==> src/rtl/alu_pkg.sv <==
// Shared types and constants for the ALU operation sequencer.
package alu_pkg;

   // ALU select encodings as understood by the external combinational ALU.
   typedef enum logic [2:0] {
      ADDC   = 3'd0,
      ADD    = 3'd1,
      MAX    = 3'd2,
      SHLADD = 3'd3,
      SARADD = 3'd4,
      ABS    = 3'd5,
      ADD2B  = 3'd6,
      AND    = 3'd7
   } alu_op_e;

   // Sequencer phases; one instruction walks IDLE -> READ -> EXEC -> WB -> IDLE.
   typedef enum logic [1:0] {
      IDLE = 2'd0,
      READ = 2'd1,
      EXEC = 2'd2,
      WB   = 2'd3
   } seq_state_e;

   // Bit positions inside the {C,V,Z,N} flag word.
   localparam int F_C = 3;
   localparam int F_V = 2;
   localparam int F_Z = 1;
   localparam int F_N = 0;

   // Place individual ALU flags at their architectural positions.
   function automatic logic [3:0] pack_flags(input logic c, input logic v,
                                             input logic z, input logic n);
      logic [3:0] f;
      f      = '0;
      f[F_C] = c;
      f[F_V] = v;
      f[F_Z] = z;
      f[F_N] = n;
      return f;
   endfunction

endpackage

==> src/rtl/seq_regfile.sv <==
// Architectural register file: NREGS x 8, two operand read ports, one host
// read port, one write port shared between writeback and host loads.
module seq_regfile
   import alu_pkg::*;
#(
   parameter  int NREGS = 8,
   localparam int AW    = $clog2(NREGS)
) (
   input  logic          clk,
   input  logic          rst_n,
   input  logic [AW-1:0] ra_addr,
   output logic [7:0]    ra_data,
   input  logic [AW-1:0] rb_addr,
   output logic [7:0]    rb_data,
   input  logic [AW-1:0] host_addr,
   output logic [7:0]    host_data,
   input  logic          wb_en,
   input  logic [AW-1:0] wb_addr,
   input  logic [7:0]    wb_data,
   input  logic          ld_en,
   input  logic [AW-1:0] ld_addr,
   input  logic [7:0]    ld_data
);

   logic [7:0] mem_q [NREGS];
   logic [7:0] mem_d [NREGS];

   // Asynchronous reads; no write bypass, so writes show up after their edge.
   always_comb begin
      ra_data   = mem_q[ra_addr];
      rb_data   = mem_q[rb_addr];
      host_data = mem_q[host_addr];
   end

   // Next contents: host load applied first so a same-edge writeback overrides it.
   always_comb begin
      mem_d = mem_q;
      if (ld_en) begin
         mem_d[ld_addr] = ld_data;
      end
      if (wb_en) begin
         mem_d[wb_addr] = wb_data;
      end
   end

   // Storage with asynchronous clear.
   always_ff @(posedge clk or negedge rst_n) begin
      if (!rst_n) begin
         for (int i = 0; i < NREGS; i++) begin
            mem_q[i] <= '0;
         end
      end else begin
         mem_q <= mem_d;
      end
   end

endmodule

==> src/rtl/alu_op_sequencer.sv <==
// Instruction sequencer for the external 8-bit three-operand ALU. Reads
// operands from its register file, drives the ALU, captures the result and
// flags, and writes them back four cycles per instruction.
//
// Handshake: an instruction transfers on a rising edge where instr_valid and
// instr_ready are both high. instr_ready is high only in IDLE and does not
// depend on instr_valid; the source must hold the instruction stable until
// it transfers. Nothing is buffered.
module alu_op_sequencer
   import alu_pkg::*;
#(
   parameter  int NREGS = 8,
   parameter  int CNT_W = 16,
   localparam int AW    = $clog2(NREGS)
) (
   input  logic             clk,
   input  logic             rst_n,
   input  logic             instr_valid,
   output logic             instr_ready,
   input  logic [2:0]       instr_op,
   input  logic [AW-1:0]    instr_rd,
   input  logic [AW-1:0]    instr_ra,
   input  logic [AW-1:0]    instr_rb,
   input  logic [2:0]       instr_n,
   input  logic             instr_useci,
   input  logic             ld_en,
   input  logic [AW-1:0]    ld_addr,
   input  logic [7:0]       ld_data,
   input  logic [AW-1:0]    rd_addr,
   output logic [7:0]       rd_data,
   output logic [7:0]       alu_a,
   output logic [7:0]       alu_b,
   output logic [2:0]       alu_s,
   output logic [2:0]       alu_n,
   output logic             alu_ci,
   input  logic [7:0]       alu_w,
   input  logic             alu_co,
   input  logic             alu_ov,
   input  logic             alu_z,
   input  logic             alu_neg,
   output logic [3:0]       flags,
   output logic             done,
   output logic [CNT_W-1:0] op_count,
   output logic [1:0]       dbg_state
);

   localparam logic [1:0] S_IDLE = IDLE;
   localparam logic [1:0] S_READ = READ;
   localparam logic [1:0] S_EXEC = EXEC;
   localparam logic [1:0] S_WB   = WB;

   logic [1:0]       state_q,    state_d;
   logic [2:0]       op_q,       op_d;
   logic [AW-1:0]    rd_q,       rd_d;
   logic [AW-1:0]    ra_q,       ra_d;
   logic [AW-1:0]    rb_q,       rb_d;
   logic [2:0]       n_q,        n_d;
   logic             useci_q,    useci_d;
   logic [7:0]       alu_a_q,    alu_a_d;
   logic [7:0]       alu_b_q,    alu_b_d;
   logic [2:0]       alu_s_q,    alu_s_d;
   logic [2:0]       alu_n_q,    alu_n_d;
   logic             alu_ci_q,   alu_ci_d;
   logic [7:0]       w_hold_q,   w_hold_d;
   logic [3:0]       fl_hold_q,  fl_hold_d;
   logic [3:0]       flags_q,    flags_d;
   logic             done_q,     done_d;
   logic [CNT_W-1:0] op_count_q, op_count_d;

   logic             accept;
   logic             wb_en;
   logic [7:0]       ra_data;
   logic [7:0]       rb_data;

   seq_regfile #(.NREGS(NREGS)) u_regfile (
      .clk       (clk),
      .rst_n     (rst_n),
      .ra_addr   (ra_q),
      .ra_data   (ra_data),
      .rb_addr   (rb_q),
      .rb_data   (rb_data),
      .host_addr (rd_addr),
      .host_data (rd_data),
      .wb_en     (wb_en),
      .wb_addr   (rd_q),
      .wb_data   (w_hold_q),
      .ld_en     (ld_en),
      .ld_addr   (ld_addr),
      .ld_data   (ld_data)
   );

   assign instr_ready = (state_q == S_IDLE);
   assign accept      = instr_valid & instr_ready;
   assign wb_en       = (state_q == S_WB);

   // Phase sequencing: latch on accept, drive ALU in READ, capture in EXEC, retire in WB.
   always_comb begin
      state_d    = state_q;
      op_d       = op_q;
      rd_d       = rd_q;
      ra_d       = ra_q;
      rb_d       = rb_q;
      n_d        = n_q;
      useci_d    = useci_q;
      alu_a_d    = alu_a_q;
      alu_b_d    = alu_b_q;
      alu_s_d    = alu_s_q;
      alu_n_d    = alu_n_q;
      alu_ci_d   = alu_ci_q;
      w_hold_d   = w_hold_q;
      fl_hold_d  = fl_hold_q;
      flags_d    = flags_q;
      done_d     = 1'b0;
      op_count_d = op_count_q;

      case (state_q)
         S_IDLE: begin
            if (accept) begin
               op_d    = instr_op;
               rd_d    = instr_rd;
               ra_d    = instr_ra;
               rb_d    = instr_rb;
               n_d     = instr_n;
               useci_d = instr_useci;
               state_d = S_READ;
            end
         end
         S_READ: begin
            // Operands sampled here, so a load landing on this edge is not seen.
            alu_a_d  = ra_data;
            alu_b_d  = rb_data;
            alu_s_d  = op_q;
            alu_n_d  = n_q;
            alu_ci_d = useci_q & flags_q[F_C];
            state_d  = S_EXEC;
         end
         S_EXEC: begin
            w_hold_d  = alu_w;
            fl_hold_d = pack_flags(alu_co, alu_ov, alu_z, alu_neg);
            state_d   = S_WB;
         end
         S_WB: begin
            flags_d    = fl_hold_q;
            done_d     = 1'b1;
            op_count_d = op_count_q + CNT_W'(1);
            state_d    = S_IDLE;
         end
         default: begin
            state_d = S_IDLE;
         end
      endcase
   end

   // Sequencer state, instruction latch, ALU drive and retirement registers.
   always_ff @(posedge clk or negedge rst_n) begin
      if (!rst_n) begin
         state_q    <= S_IDLE;
         op_q       <= '0;
         rd_q       <= '0;
         ra_q       <= '0;
         rb_q       <= '0;
         n_q        <= '0;
         useci_q    <= 1'b0;
         alu_a_q    <= '0;
         alu_b_q    <= '0;
         alu_s_q    <= '0;
         alu_n_q    <= '0;
         alu_ci_q   <= 1'b0;
         w_hold_q   <= '0;
         fl_hold_q  <= '0;
         flags_q    <= '0;
         done_q     <= 1'b0;
         op_count_q <= '0;
      end else begin
         state_q    <= state_d;
         op_q       <= op_d;
         rd_q       <= rd_d;
         ra_q       <= ra_d;
         rb_q       <= rb_d;
         n_q        <= n_d;
         useci_q    <= useci_d;
         alu_a_q    <= alu_a_d;
         alu_b_q    <= alu_b_d;
         alu_s_q    <= alu_s_d;
         alu_n_q    <= alu_n_d;
         alu_ci_q   <= alu_ci_d;
         w_hold_q   <= w_hold_d;
         fl_hold_q  <= fl_hold_d;
         flags_q    <= flags_d;
         done_q     <= done_d;
         op_count_q <= op_count_d;
      end
   end

   assign alu_a     = alu_a_q;
   assign alu_b     = alu_b_q;
   assign alu_s     = alu_s_q;
   assign alu_n     = alu_n_q;
   assign alu_ci    = alu_ci_q;
   assign flags     = flags_q;
   assign done      = done_q;
   assign op_count  = op_count_q;
   assign dbg_state = state_q;

endmodule

==> config.mk <==
export PLATFORM = sky130hd
export DESIGN_NAME = alu_op_sequencer
export DESIGN_NICKNAME = d
export VERILOG_FILES = /design/src/rtl/alu_pkg.sv /design/src/rtl/seq_regfile.sv /design/src/rtl/alu_op_sequencer.sv
export SDC_FILE = /design/constraint.sdc
export NUM_CORES = 1
export LEC_CHECK = 0
export CAP_MARGIN = 20
export CORE_UTILIZATION = 35
export CTS_BUF_LIST = sky130_fd_sc_hd__clkbuf_4
export CTS_CLUSTER_DIAMETER = 40
export DETAILED_ROUTE_END_ITERATION = 10
export DONT_BUFFER_PORTS = 1
export PLACE_DENSITY = 0.49
export SLEW_MARGIN = 20
export SYNTH_ARGS = -nofsm -noshare
export SYNTH_HDL_FRONTEND = slang
export SYNTH_SLANG_ARGS = --single-unit
==> constraint.sdc <==
create_clock -name clk -period 2 [get_ports clk]
set_input_delay 0.3 -clock clk [delete_from_list [all_inputs] [get_ports clk]]
set_output_delay 0.3 -clock clk [all_outputs]
set_load 0.02 [all_outputs]
==> results of run 1 <==
[flip-flops by register name, summed over array words and instances (netlist names)]
| register | cells |
|---|---|
| alu_a | 8 |
| alu_b | 8 |
| alu_ci | 1 |
| alu_n | 3 |
| alu_s | 3 |
| dbg_state | 2 |
| done | 1 |
| fl_hold_q | 4 |
| flags | 4 |
| n_q | 3 |
| op_count | 16 |
| op_q | 3 |
| ra_q | 3 |
| rb_q | 3 |
| rd_q | 3 |
| u_regfile.mem_q | 64 |
| useci_q | 1 |
| w_hold_q | 8 |
[how the worst min path moves through the flow]
stage | endpoint | slack, ns | from | cells after the start
floorplan | alu_a[0]$_DFFE_PN0N_ | 0.004 | rst_n | 0
global placement | alu_b[3]$_DFFE_PN0N_ | 0.01 | rst_n | 0
detailed placement | alu_b[5]$_DFFE_PN0N_ | 0.01 | rst_n | 0
CTS | alu_s[1]$_DFFE_PN0N_ | -0.63 | rst_n | 0
global route | alu_s[0]$_DFFE_PN0N_ | -0.64 | rst_n | 0
finish | u_regfile.mem_q[43]$_DFF_PN0_ | -0.58 | rst_n | 0
[cell families after synthesis]
| logic type | Yosys count |
|---|---|
| buffers and inverters | 79 |
| adder cells (fa/ha/maj) | 6 |
| multiplexers | 192 |
| AO/OA/AOI/OAI | 114 |
| flip-flops | 138 |
| AND/OR/NAND/NOR | 135 |
| XOR/XNOR | 15 |
[area by class of cell]
class	instances	area (µm²)
antenna	2	5.00
clock buffer	17	128
clock inverter	14	180
fill	1993	12100
inverter	19	71.3
multi-input combinational	462	3750
sequential	138	3450
tap	275	344
timing repair buffer	129	1120
[metal layers]
| layer | track usage | wire (µm) | vias up |
|---|---|---|---|
| li1 | - | - | 2622 |
| met2 | 0.317 | 10000 | 220 |
| met4 | 0.0760 | 473 | 0 |
| met3 | 0.0554 | 1550 | 36 |
| met5 | 0 | 0 | - |
| met1 | 0.292 | 10400 | 2781 |
[through the flow]
| step | cells | total power (µW) | hold slack [ns] | setup WS [ns] | TNS [ns] |
|---|---|---|---|---|---|
| 2_1_floorplan | 679 | 9760 | 0.00441 | 0.176 | 0 |
| 3_3_place_gp | 926 | 11300 | 0.0112 | 0.333 | 0 |
| 3_5_place_dp | 926 | 11500 | 0.0110 | 0.275 | 0 |
| 4_1_cts | 1049 | 14600 | -0.628 | -0.123 | -0.845 |
| 5_1_grt | 1056 | 15700 | -0.643 | -0.171 | -1.20 |
| 6_report | 1056 | 14700 | -0.575 | -0.0894 | -0.575 |
[layout by cell type, fill, tap and decap left out]
cell           instances
bufinv_16              4
clkinv_4               2
mux2i_1              128
and2_1                 2
nand2_1               42
xor2_1                 6
xnor2_1                9
nor2_1                36
a22oi_1               32
nor3_1                 3
and4_1                 3
o21ai_0               32
nand2b_1               2
mux2_4                 8
nand4b_1               6
dfrtp_1              138
clkbuf_4              17
buf_4                 87
ha_1                   6
inv_1                 19
diode_2                2
nor3_2                 1
nor2b_1                5
clkinv_2               4
mux4_2                16
and3_1                 5
nor3b_1                2
mux2_2                40
clkinv_1               2
buf_12                 5
nor3_4                 2
dlygate4sd3_1         37
clkinvlp_4             2
nor3b_2                2
a21oi_1               33
nand4_1                3
nand3_1               21
o21ai_1               17
[synthesized netlist by cell type, drive strengths merged (4+ instances only)]
cell / n / area, µm²
nand2: 42 / 158
nor2: 36 / 135
xor2: 6 / 52.6
nand4b: 6 / 52.6
and3: 5 / 31.3
mux4: 16 / 417
nand3: 21 / 105
inv: 19 / 71.3
xnor2: 9 / 78.8
a22oi: 32 / 240
nor2b: 5 / 31.3
nor3b: 4 / 40.0
a21oi: 33 / 165
mux2i: 128 / 1280
buf: 37 / 198
mux2: 48 / 541
o21ai: 49 / 245
dfrtp: 138 / 3450
clkbuf: 23 / 87.6
ha: 6 / 75.1
nor3: 6 / 57.6
[timing repair]
| item | in CTS | in global routing |
|---|---|---|
| endpoints found under the hold margin | 232 | 138 |
| setup endpoints to repair | 8 | 8 |
| resized for setup | 22 | 1 |
| setup buffers | 55 | 5 |
[report_power, final]
part	switching, µW	internal (µW)
sequential	1590	4110
clock	1070	969
combinational	3370	3560
total	6030	8640
==> results by group, run 1 <==
Timing
  – Hold_ws: -0.575 ns
  – Final Max Tran Viols: 0
  – Final Setup Violations: 8
  – Worst slew pin tran: 0.539 ns
  – Final WS setup: -0.0894 ns
  – Highest clock rate: between 0.4 and 0.5 GHz
  – RSZ-0062 raised after global routing: true
  – Final count of hold timing violations: 138
  – Period utilization: 1.04
  – Max-Slew Margin vs Limit: 0.641
  – Clock skew: ~0.017 ns
  – Crit path time final: 2.09 ns

Synthesis
  – Synth Area in XOR/XNOR: 0.0173
  – Mux cell area share after synthesis: 0.295
  – Post-synthesis compound-gate area fraction: 0.0858
  – #FFs+latches synth: 138
  – YS warnings: 0
  – Seq/Total Area, Yosys: 0.455
  – Cell Area, Synth: 7590 µm²
  – Mean post-synth cell area: 11.2 µm²
  – Distinct cells, synth: 35
  – Primary FF master, synth: dfrtp_1
  – Post-Synthesis Cells: between 600 and 700
  – Async SR Flop Fraction: 1.00
  – Largest family of logic cells by synthesized area: multiplexers
  – Simple-gate area share of the yosys netlist: 0.0897
  – Post-Synth Adder-Cell Area: 0.00990
  – Post-synth EDFFs: 0
  – Syn nets: around 730

Route
  – DRC: 0
  – WL final: ~22000 µm
  – ANT nets after route: 0
  – Vias: between 5000 and 6000
  – DR iter-0 viols: 472
  – Drt wl/cell: between 20 and 25 µm
  – Drt first pass iters: 5
  – Vias per std cell: 5.36

Clocking
  – TritonCTS buffer count: 17
  – Clk buf depth: 2
  – Clk Tree Root Cell: clkbuf_4
  – TritonCTS clock tree: built
  – Clk Latency, worst-skew pair: about 0.56 ns
  – Post-CTS Hold Fix Bufs: 37
  – Htree depth: 4
  – CTS sink count: 138
  – Clk slew on worst S/H paths: about 0.13 ns

Power and ir drop
  – LEAKAGE: between 0.004 and 0.005 µW
  – Pwr dens: 1620 nW/µm²
  – Max IR drop VDD: ~0.76 mV

Run status
  – Status: finished with violations
  – Failing checks: hold timing, setup timing

Die
  – Die W: around 150 µm
  – Die area: between 20000 and 25000 µm²
  – Core box area: 21200 µm²
  – Starting density of the core: 0.359
  – Die height: approximately 150 µm
  – Row count: 53
  – Top Ports: about 100

Placement
  – Port Buffer Count: 0
  – Area post-placement: about 7900 µm²
  – GP Congestion: 0.764
  – HPWL after detailed placement: about 14000 µm

Critical path
  – Crit. End Element: output pin
  – R2R Path Start: dbg_state[0]$_DFFE_PN0P_
  – CP Class: reg -> out
  – CP peak stage delay: 0.47 ns
  – Critical-path cell list: mux4_2, mux2_4
  – Startpoint types: flop
  – Crit path to: rd_data[0]
  – Worst Path Arrival: approximately 1.8 ns
  – CP bufs+invs: 0
  – Req. time, crit path: 1.70 ns
  – Reg-to-reg slack, setup: approximately 0.25 ns
  – Setup crit start: u_regfile.mem_q[32]$_DFF_PN0_
  – Cells on worst reg2reg path: 5
  – CP Depth: 2
  – R2R Path End: op_count[15]$_DFFE_PN0N_
  – Slowest CP cell: mux4_2
  – Crit-path leading delay family: multiplexers
  – Crit Path Max Fanout: 2

Global routing
  – Antenna violations before repair: 1
  – Largest net degree at the start of global routing: approximately 140
  – First-pass GRT wire length: 34400 µm
  – GRT Overall Usage: 0.212
  – GR Overflow Total: 0
  – Vias in the first global route: 5768

Layout
  – Cell area after layout: around 9000 µm²
  – Final Util: 0.428
  – NumNets Final: roughly 820
  – Synth-to-Final Area Change: 19.4%
  – Layout cell share with drive strength beyond 1: 0.244

Hold path
  – Type of the tightest min-delay check: in -> async

Job
  – Max Cap Viol: 0
Power figures use the tool's default switching activity.
==> run 2: changes to the inputs <==
--- a/config.mk
+++ b/config.mk
@@ -7,3 +7,2 @@
 export LEC_CHECK = 0
-export CAP_MARGIN = 20
 export CORE_UTILIZATION = 35
--- a/constraint.sdc
+++ b/constraint.sdc
@@ -3,2 +3,2 @@
 set_output_delay 0.3 -clock clk [all_outputs]
-set_load 0.02 [all_outputs]
+set_load 0.1 [all_outputs]
==> run 2 against run 1 <==
The run still ends with hold timing, setup timing left; clock skew up 0.0073 ns; sequential share of layout area down 1.5 points; register-to-register slack better by 0.02 ns; routed wire length up 3.0%; maximum frequency down 4.9%; critical path depth unchanged.
==> results by group, run 2 (synthesis gave the netlist of run 1 again) <==
Die
  – Die height: 149 µm (unchanged)
  – Die W: 149 µm (unchanged)
  – Top Ports: 101 (unchanged)
  – Starting density of the core: 0.359 (unchanged)
  – Die area: 22300 µm² (unchanged)
  – Row count: 53 (unchanged)
  – Core box area: 21200 µm² (unchanged)

Critical path
  – R2R Path End: op_count[15]$_DFFE_PN0N_ (unchanged)
  – Req. time, crit path: 1.70 ns (about the same)
  – Crit Path Max Fanout: 2 (unchanged)
  – Reg-to-reg slack, setup: 0.27 ns (was 0.25 ns)
  – Crit. End Element: output pin (unchanged)
  – Worst Path Arrival: 1.90 ns (was 1.79 ns)
  – Slowest CP cell: mux4_1 (was mux4_2)
  – Critical-path cell list: mux4_1, mux2_4 (was mux4_2, mux2_4)
  – Startpoint types: flop (unchanged)
  – Crit path to: rd_data[3] (was rd_data[0])
  – CP Depth: 2 (unchanged)
  – CP Class: reg -> out (unchanged)
  – Setup crit start: u_regfile.mem_q[19]$_DFF_PN0_ (was u_regfile.mem_q[32]$_DFF_PN0_)
  – Cells on worst reg2reg path: 6 (was 5)
  – R2R Path Start: dbg_state[1]$_DFFE_PN0P_ (was dbg_state[0]$_DFFE_PN0P_)
  – CP bufs+invs: 0 (unchanged)
  – CP peak stage delay: 0.53 ns (was 0.47 ns)
  – Crit-path leading delay family: multiplexers (unchanged)

Timing
  – Max-Slew Margin vs Limit: 0.388 (was 0.641)
  – Clock skew: 0.0238 ns (was 0.0165 ns)
  – Period utilization: 1.10 (was 1.04)
  – Final Setup Violations: 8 (unchanged)
  – Crit path time final: 2.20 ns (was 2.09 ns)
  – Final count of hold timing violations: 138 (unchanged)
  – Final Max Tran Viols: 0 (unchanged)
  – Hold_ws: -0.568 ns (was -0.575 ns)
  – RSZ-0062 raised after global routing: true (unchanged)
  – Highest clock rate: 0.455 GHz (was 0.479 GHz)
  – Worst slew pin tran: 0.919 ns (was 0.539 ns)
  – Final WS setup: -0.196 ns (was -0.0894 ns)

Global routing
  – GR Overflow Total: 0 (unchanged)
  – Vias in the first global route: 5943 (was 5768)
  – GRT Overall Usage: 0.213 (was 0.212)
  – First-pass GRT wire length: 35000 µm (was 34400 µm)
  – Largest net degree at the start of global routing: 139 (unchanged)
  – Antenna violations before repair: 1 (unchanged)

Route
  – DR iter-0 viols: 510 (was 472)
  – WL final: 23100 µm (was 22400 µm)
  – DRC: 0 (unchanged)
  – Drt wl/cell: 21.0 µm (was 21.3 µm)
  – ANT nets after route: 0 (unchanged)
  – Vias per std cell: 5.36 (about the same)
  – Drt first pass iters: 5 (unchanged)
  – Vias: 5917 (was 5659)

Power and ir drop
  – LEAKAGE: 0.00430 µW (was 0.00407 µW)
  – Max IR drop VDD: 1.05 mV (was 0.761 mV)
  – Sw Share: 0.499 (was 0.411)
  – Pwr dens: 1930 nW/µm² (was 1620 nW/µm²)
  – Internal: 9160 µW (was 8640 µW)
  – Reg power frac: 0.324 (was 0.389)
  – Clock power frac: 0.112 (was 0.139)
  – P_sw: 9120 µW (was 6030 µW)
  – Power share of the combinational group: 0.563 (was 0.472)

Layout
  – Max reg flops: 64 (unchanged)
  – Layout cell share with drive strength beyond 1: 0.291 (was 0.244)
  – FF/Latch Area: 3460 µm² (was 3450 µm²)
  – Synth-to-Final Area Change: 24.7% (was 19.4%)
  – Top reg by flops: u_regfile.mem_q (unchanged)
  – Most frequent cells in the layout: 134 x dfrtp_1, 132 x buf_4, 128 x mux2i_1 (was 138 x dfrtp_1, 128 x mux2i_1, 87 x buf_4)
  – NumNets Final: 866 (was 819)
  – Most common cell after layout, fill and taps aside: dfrtp_1 (unchanged)
  – Area occupied by multi-input gates: 3770 µm² (was 3750 µm²)
  – Fillers: 2021 (was 1993)

Placement
  – HPWL after detailed placement: 14400 µm (was 14000 µm)
  – Port Buffer Count: 0 (unchanged)
  – Place WS: 0.240 ns (was 0.275 ns)
  – GP Congestion: 0.779 (was 0.764)

Clocking
  – Post-CTS Hold Fix Bufs: 37 (unchanged)
  – TritonCTS buffer count: 17 (unchanged)
  – Clk buf depth: 2 (unchanged)
  – TritonCTS clock tree: built (unchanged)
  – Clk Tree Root Cell: clkbuf_4 (unchanged)
  – Htree depth: 4 (unchanged)
  – Clk Latency, worst-skew pair: 0.54 ns (was 0.56 ns)
  – Clk slew on worst S/H paths: 0.13 ns (about the same)
  – CTS sink count: 138 (unchanged)

Hold path
  – Type of the tightest min-delay check: in -> async (unchanged)

Job
  – Max Cap Viol: 0 (unchanged)

Run status
  – Status: finished with violations (unchanged)
  – Failing checks: hold timing, setup timing (unchanged)
-- run 2: cell count changes in the layout (fill, tap and decap cells not counted), moves of 2 or more --
cell / delta
buf_4: +45
dfrtp_1: -4
clkinv_2: -3
clkbuf_4: +2
dfrtp_2: +2
dfrtp_4: +2
-- run 2: worst min path at each step --
stage,depth (start not counted),startpoint,to
2_1_floorplan,0,rst_n,alu_a[0]$_DFFE_PN0N_
3_3_place_gp,0,rst_n,alu_b[4]$_DFFE_PN0N_
3_5_place_dp,0,rst_n,alu_b[4]$_DFFE_PN0N_
4_1_cts,0,rst_n,alu_b[4]$_DFFE_PN0N_
5_1_grt,0,rst_n,alu_a[3]$_DFFE_PN0N_
6_report,0,rst_n,alu_b[4]$_DFFE_PN0N_
-- run 2: routing by layer --
layer  track usage  vias to the layer above  wire length, µm
met4        0.0673                        0              404
li1              -                     2705                -
met1         0.300                     2929            10600
met2         0.319                      252            10400
met5             0                        -                0
met3        0.0541                       31             1690
-- run 2: layout make-up --
class,count,area share
inverters,19,0.00754
multi-input cells,462,0.398
clock buffers,19,0.0151
diodes,1,0.000265
well taps,275,0.0364
repair buffers,176,0.158
clock inverters,13,0.0187
flip-flops and latches,138,0.366
-- run 2: what timing repair did --
action                                 4_1_cts  5_1_grt
endpoints found under the hold margin      232      138
gates resized for setup                     21        2
setup endpoints to repair                    9        8
buffers inserted                            61       11
-- run 2: power by group through the flow --
stage	clock network [µW]	registers (µW)	logic, µW
6_report	2060	5930	10300
5_1_grt	2270	6100	10900
4_1_cts	2140	5900	10100
3_5_place_dp	0	6250	8650
3_3_place_gp	0	6110	8510
2_1_floorplan	0	7590	5080
-- run 2: per-stage QoR --
stage	cell area [µm²]	util	power (µW)	setup TNS, ns	cells
floorplan	7610	-	12700	0	679
global placement	8250	0.390	14600	0	961
detailed placement	8250	0.390	14900	0	961
CTS	9380	0.443	18100	-1.69	1091
global route	9460	0.447	19300	-1.96	1103
finish	9460	0.447	18300	-1.25	1103
